**src/rtl/hwpe_stream_merge_buffered.sv**
```systemverilog
// hwpe_stream_merge_buffered
// Merges NB_IN_STREAMS narrow streams into one wide stream. Each input has a
// private FIFO. Inputs may therefore arrive skewed in time, and each input's
// ready depends only on its own FIFO occupancy. The output presents the heads
// of all FIFOs side by side (input 0 in the LSBs). A merged word is valid only
// when every FIFO holds at least one entry, and a pop drains all FIFOs together.

module hwpe_stream_merge_buffered #(
  parameter int unsigned NB_IN_STREAMS = 2,
  parameter int unsigned DATA_WIDTH_IN = 32,
  parameter int unsigned FIFO_DEPTH    = 2
) (
  input  logic                                       clk_i,
  input  logic                                       rst_i,
  input  logic                                       clear_i,

  // Sink side: one narrow stream per input, packed with input 0 in the LSBs
  input  logic [NB_IN_STREAMS*DATA_WIDTH_IN-1:0]     push_data_i,
  input  logic [NB_IN_STREAMS*DATA_WIDTH_IN/8-1:0]   push_strb_i,
  input  logic [NB_IN_STREAMS-1:0]                   push_valid_i,
  output logic [NB_IN_STREAMS-1:0]                   push_ready_o,

  // Source side: merged wide stream
  output logic [NB_IN_STREAMS*DATA_WIDTH_IN-1:0]     pop_data_o,
  output logic [NB_IN_STREAMS*DATA_WIDTH_IN/8-1:0]   pop_strb_o,
  output logic                                       pop_valid_o,
  input  logic                                       pop_ready_i,

  // Per-input FIFO status
  output logic [NB_IN_STREAMS-1:0]                   empty_o,
  output logic [NB_IN_STREAMS-1:0]                   full_o
);

  localparam int unsigned STRB_W  = DATA_WIDTH_IN / 8;
  localparam int unsigned ENTRY_W = DATA_WIDTH_IN + STRB_W;
  localparam int unsigned PTR_W   = $clog2(FIFO_DEPTH);
  localparam int unsigned CNT_W   = PTR_W + 1;

  // A merged pop consumes one entry from every FIFO at once.
  logic pop_hs;

  assign pop_valid_o = &(~empty_o);
  assign pop_hs      = pop_valid_o & pop_ready_i;

  for (genvar i = 0; i < NB_IN_STREAMS; i++) begin : g_fifo
    logic [ENTRY_W-1:0] mem_q [FIFO_DEPTH];
    logic [PTR_W-1:0]   wptr_q, wptr_d;
    logic [PTR_W-1:0]   rptr_q, rptr_d;
    logic [CNT_W-1:0]   cnt_q,  cnt_d;
    logic               push_hs;
    logic [ENTRY_W-1:0] head;

    // Flags come straight from the registered count. This keeps ready free
    // of any combinational path from pop_ready_i or push_valid_i.
    assign full_o[i]       = (cnt_q == CNT_W'(FIFO_DEPTH));
    assign empty_o[i]      = (cnt_q == '0);
    assign push_ready_o[i] = ~full_o[i];
    assign push_hs         = push_valid_i[i] & ~full_o[i];

    // Next-state pointers and occupancy; clear overrides any handshake
    always_comb begin
      wptr_d = wptr_q;
      rptr_d = rptr_q;
      cnt_d  = cnt_q;
      if (clear_i) begin
        wptr_d = '0;
        rptr_d = '0;
        cnt_d  = '0;
      end else begin
        if (push_hs) wptr_d = wptr_q + PTR_W'(1);
        if (pop_hs)  rptr_d = rptr_q + PTR_W'(1);
        case ({push_hs, pop_hs})
          2'b10:   cnt_d = cnt_q + CNT_W'(1);
          2'b01:   cnt_d = cnt_q - CNT_W'(1);
          default: cnt_d = cnt_q;
        endcase
      end
    end

    // Control state: pointers and count, cleared asynchronously by reset
    always_ff @(posedge clk_i or posedge rst_i) begin
      if (rst_i) begin
        wptr_q <= '0;
        rptr_q <= '0;
        cnt_q  <= '0;
      end else begin
        wptr_q <= wptr_d;
        rptr_q <= rptr_d;
        cnt_q  <= cnt_d;
      end
    end

    // Storage is not reset; only entries between rptr and wptr are meaningful
    always_ff @(posedge clk_i) begin
      if (push_hs && !clear_i) begin
        mem_q[wptr_q] <= {push_strb_i[i*STRB_W +: STRB_W],
                          push_data_i[i*DATA_WIDTH_IN +: DATA_WIDTH_IN]};
      end
    end

    // The head stays fixed until a pop, because pushes only write behind it
    assign head = mem_q[rptr_q];
    assign pop_data_o[i*DATA_WIDTH_IN +: DATA_WIDTH_IN] = head[DATA_WIDTH_IN-1:0];
    assign pop_strb_o[i*STRB_W +: STRB_W]               = head[ENTRY_W-1:DATA_WIDTH_IN];
  end

endmodule

```
**config.mk**
```make
export PLATFORM = sky130hd
export DESIGN_NAME = hwpe_stream_merge_buffered
export DESIGN_NICKNAME = d
export VERILOG_FILES = /design/src/rtl/hwpe_stream_merge_buffered.sv
export SDC_FILE = /design/constraint.sdc
export NUM_CORES = 1
export LEC_CHECK = 0
export ABC_AREA = 1
export BUFFER_PORTS_ARGS = -buffer_cell sky130_fd_sc_hd__buf_2
export CAP_MARGIN = 40
export CORE_AREA = 2 2 101 152
export CTS_CLUSTER_DIAMETER = 150
export DETAILED_ROUTE_END_ITERATION = 16
export DIE_AREA = 0 0 103 154
export GPL_TIMING_DRIVEN = 0
export MAX_ROUTING_LAYER = met4
export PLACE_DENSITY = 0.68
export SYNTH_ARGS = -nofsm -noshare
export SYNTH_HDL_FRONTEND = slang
export SYNTH_SLANG_ARGS = --single-unit
```
**constraint.sdc**
```tcl
create_clock -name clk_i -period 3 [get_ports clk_i]
set_input_delay 0.6 -clock clk_i [delete_from_list [all_inputs] [get_ports clk_i]]
set_output_delay 0.6 -clock clk_i [all_outputs]
set_load 0.005 [all_outputs]
```
==> metrics.txt <==
# TYPE chip_impl_metric gauge
chip_impl_info{name="result_of_the_run",value="completed"} 1
chip_impl_info{name="grt_setup_unrepaired",value="false"} 1
chip_impl_metric{name="layout.nets",unit=""} 710
chip_impl_metric{name="gate_count_post_synth",unit=""} 453
chip_impl_metric{name="clock_buffer_depth",unit=""} 2
chip_impl_metric{name="final.setup_skew",unit="ns"} 0.00735
chip_impl_metric{name="clock_sinks",unit=""} 152
chip_impl_info{name="cts_tree",value="built"} 1
chip_impl_metric{name="post-place-cells",unit=""} 809
chip_impl_metric{name="postCtsSetupRepairBufs",unit=""} 0
chip_impl_metric{name="die_h",unit="microns"} 154
chip_impl_metric{name="detailed_place.area",unit="sq um"} 6910
chip_impl_info{name="worst_r2r_endpoint",value="g_fifo[0].mem_q[0][31]$_DFFE_PP_"} 1
chip_impl_metric{name="numPortBuffers",unit=""} 156
chip_impl_metric{name="synth-simple-area-share",unit="%"} 18.2
chip_impl_metric{name="cellLeakagePower",unit="nW"} 3.21
chip_impl_metric{name="num_rows",unit=""} 54
chip_impl_metric{name="post_layout_nonfiller_instances",unit=""} 844
chip_impl_metric{name="routedWlPerCell",unit="microns"} 13.9
chip_impl_metric{name="share_of_cell_area_taken_by_muxes_after_synthesis",unit="%"} 0
chip_impl_metric{name="mappedNetlistArea",unit="sq um"} 5760
chip_impl_metric{name="ff2ff_path_depth",unit=""} 7
chip_impl_metric{name="powerDensity",unit="nW/um^2"} 741
chip_impl_metric{name="fin_crit_sh",unit="%"} 79.0
chip_impl_info{name="path_class",value="flop to output port"} 1
chip_impl_metric{name="whs",unit="ns"} 0.146
chip_impl_metric{name="start_util",unit="%"} 39.8
chip_impl_metric{name="drive_above_1_share",unit="%"} 34.6
chip_impl_metric{name="crit_path_max_fanout",unit=""} 10
chip_impl_metric{name="setup_viol",unit=""} 0
chip_impl_metric{name="postCtsHoldBufs",unit=""} 0
chip_impl_metric{name="initialDrtViolationCount",unit=""} 115
chip_impl_metric{name="floorplan.core_area",unit="sq um"} 14500
chip_impl_metric{name="drt_total_wl",unit="microns"} 11700
chip_impl_metric{name="p_sw",unit="mW"} 1.47
chip_impl_metric{name="detail_route.drc_violations",unit=""} 0
chip_impl_metric{name="cts_made_buffers",unit=""} 17
chip_impl_metric{name="clk_latency",unit="ns"} 0.41
chip_impl_metric{name="routed-via-count",unit=""} 3790
chip_impl_metric{name="fin_ws",unit="ns"} 0.629
chip_impl_metric{name="fin_setup_tns",unit="ns"} 0
chip_impl_metric{name="grt_overflow",unit=""} 0
chip_impl_metric{name="final_util",unit="%"} 51.9
chip_impl_metric{name="synth_nets",unit=""} 531
chip_impl_metric{name="finalCriticalPeriod",unit="ns"} 2.37
chip_impl_metric{name="worst_slack_placed",unit="ns"} 0.858
chip_impl_metric{name="grt_pass1_vias",unit=""} 3872
chip_impl_info{name="critical-path-top-delay-family",value="buffers and inverters"} 1
chip_impl_metric{name="cap_viol_max_count",unit=""} 0
chip_impl_metric{name="area_growth_syn_to_layout",unit="%"} 30.3
chip_impl_metric{name="ys_seq_elements",unit=""} 152
chip_impl_metric{name="tightest_slew",unit="ns"} 0.484
chip_impl_metric{name="required",unit="ns"} 2.40
chip_impl_metric{name="htreeDepth",unit=""} 4
chip_impl_info{name="startpoint_type",value="flop"} 1
chip_impl_info{name="setup.worst_path.end_class",value="output port"} 1
chip_impl_info{name="ctsRootBufferMaster",value="clkbuf_16"} 1
chip_impl_info{name="critical_path.cell_chain",value="buf_2 -> inv_1 -> buf_2 -> buf_2 -> nand2_1 -> nand2_1 -> buf_2"} 1
chip_impl_metric{name="grt_max_degree",unit=""} 30
chip_impl_metric{name="vias_per_cell",unit=""} 4.49
chip_impl_metric{name="power.ir.vdd_worst",unit="mV"} 0.469
chip_impl_info{name="critPathSlowestCell",value="dfrtp_1"} 1
chip_impl_metric{name="max_freq",unit="MHz"} 422
chip_impl_metric{name="clock_power_share",unit="%"} 37.9
chip_impl_metric{name="drt_first_pass_iters",unit=""} 4
chip_impl_metric{name="timing.critical_path.slowest_cell_delay",unit="ns"} 0.35
chip_impl_info{name="combinational_family_with_the_most_area_after_synthesis",value="simple AND/OR/NAND/NOR gates"} 1
chip_impl_metric{name="finalInstanceArea",unit="sq um"} 7500
chip_impl_metric{name="synthesis.yosys.warnings",unit=""} 0
chip_impl_metric{name="die-width",unit="microns"} 103
chip_impl_metric{name="dp_hpwl",unit="microns"} 8270
chip_impl_metric{name="number_of_antenna_violations_at_the_first_check_in_global_routing",unit=""} 3
chip_impl_info{name="r2r-start",value="g_fifo[0].cnt_q[0]$_DFFE_PP0P_"} 1
chip_impl_metric{name="num_io_pins",unit=""} 157
chip_impl_metric{name="netSwitchingFraction",unit="%"} 26.4
chip_impl_metric{name="ant_nets",unit=""} 0
chip_impl_metric{name="grt_use_total",unit="%"} 15.5
chip_impl_metric{name="synthAdderAreaFrac",unit="%"} 0
chip_impl_metric{name="fp.dieArea",unit="sq um"} 15900
chip_impl_metric{name="synth-xor-area-share",unit="%"} 0
chip_impl_metric{name="ff2ff_setup_slack",unit="ns"} 1.17
chip_impl_metric{name="worst-path-buf-inv",unit=""} 5
chip_impl_metric{name="nFillCells",unit=""} 1297
chip_impl_metric{name="post_synth.cell_area_avg",unit="sq um"} 12.7
chip_impl_metric{name="clk_pin_slew_worst_paths",unit="ns"} 0.06
chip_impl_metric{name="p_int",unit="mW"} 4.09
chip_impl_info{name="min-delay-path-class",value="primary input to asynchronous set/reset pin"} 1
chip_impl_metric{name="finalWeightedCongestion",unit=""} 0.744
chip_impl_metric{name="power.total",unit="mW"} 5.56
chip_impl_metric{name="number_of_slew_limit_violations_in_the_final_report",unit=""} 0
chip_impl_metric{name="cts.repair.resized",unit=""} 0
chip_impl_metric{name="data_arrival_at_the_endpoint_of_the_critical_path",unit="ns"} 1.77
chip_impl_metric{name="synth_seq_area_share",unit="%"} 78.6
chip_impl_metric{name="first_pass_grt_wire_length",unit="microns"} 18200
chip_impl_metric{name="final-hold-violation-count",unit=""} 0
chip_impl_metric{name="seq_power_share",unit="%"} 46.0
chip_impl_metric{name="synth.lib_cells_used.distinct",unit=""} 20
chip_impl_metric{name="timing.slew.headroom",unit="%"} 67.7
chip_impl_metric{name="synth_compound_gate_area_share",unit="%"} 0.869
chip_impl_info{name="crit_top_cell",value="buf_2"} 1
chip_impl_metric{name="portion_of_total_power_attributed_to_combinational_logic",unit="%"} 16.1
state kept, by name, summed over array words and instances, names as in the netlist:
register and cells:
g_fifo.mem_q 144, g_fifo.rptr_q 2, g_fifo.cnt_q 4, g_fifo.wptr_q 2
power groups by stage:
stage | sequential, mW | combinational, mW | clock, mW
after floorplan | 2.59 | 0.477 | 0
after global placement | 2.60 | 0.847 | 0
after detailed placement | 2.60 | 0.909 | 0
after CTS | 2.56 | 0.915 | 2.16
after global routing | 2.57 | 1.02 | 2.24
final | 2.56 | 0.894 | 2.11
worst max-delay path by stage:
| stage | end | slack (ns) | from | cells past startpoint |
|---|---|---|---|---|
| floorplan | g_fifo[0].mem_q[1][0]$_DFFE_PP_ | 0.15 | clear_i | 4 |
| global placement | g_fifo[1].mem_q[1][15]$_DFFE_PP_ | -0.87 | clear_i | 5 |
| detailed placement | g_fifo[0].mem_q[0][28]$_DFFE_PP_ | 0.86 | clear_i | 6 |
| CTS | pop_data_o[29] | 0.58 | g_fifo[0].rptr_q$_DFFE_PP0P_ | 7 |
| global route | pop_data_o[29] | 0.48 | g_fifo[0].rptr_q$_DFFE_PP0P_ | 7 |
| finish | pop_data_o[29] | 0.63 | g_fifo[0].rptr_q$_DFFE_PP0P_ | 7 |
synthesized netlist by cell type:
cell,number,area [sq um]
inv_1,12,45.0
o21ai_0,4,20.0
nor2_2,5,31.3
buf_4,1,7.51
nand4_1,2,12.5
buf_2,9,45.0
clkbuf_1,7,26.3
o21ai_2,1,8.76
dfrtp_1,8,200
nand2_2,4,25.0
a21oi_1,3,15.0
edfxtp_1,144,4320
nand3_2,3,30.0
nand3_4,1,17.5
inv_2,3,11.3
nand2_1,232,871
nor2_4,1,11.3
nand3_1,4,20.0
o22ai_1,1,6.26
nor2_1,8,30.0
area by class of cell:
class,count,area (sq um),share of cell area (%)
timing repair buffer,160,876,11.7
antenna,3,7.51,0.100
inverter,15,56.3,0.750
clock inverter,15,163,2.17
multi-input combinational,269,1130,15.0
tap,196,245,3.27
sequential,152,4520,60.3
clock buffer,17,425,5.67
buffer,17,78.8,1.05
placed cells by master (no fill, tap or decap), types with 4 or more instances in the layout:
cell type,count
nand2_2,4
dfrtp_1,8
o21ai_0,4
nor2_4,5
nor2_2,5
edfxtp_1,144
nand3_1,4
inv_6,6
inv_1,12
clkbuf_16,17
nand2_1,232
buf_2,165
clkbuf_1,7
nor2_1,4
logic make-up after synthesis:
kind of cell	count (synthesis)
simple gates	260
flops	152
buf+inv	32
compound gates	9
per-layer routing:
layer / global-route usage (%) / wire length, microns / vias to the layer above
met5: - / 0 / -
met4: 4.70 / 121 / 0
met1: 16.2 / 4490 / 1754
met2: 26.9 / 6160 / 144
li1: - / - / 1882
met3: 5.77 / 930 / 10
(Power assumes the default switching activity.)
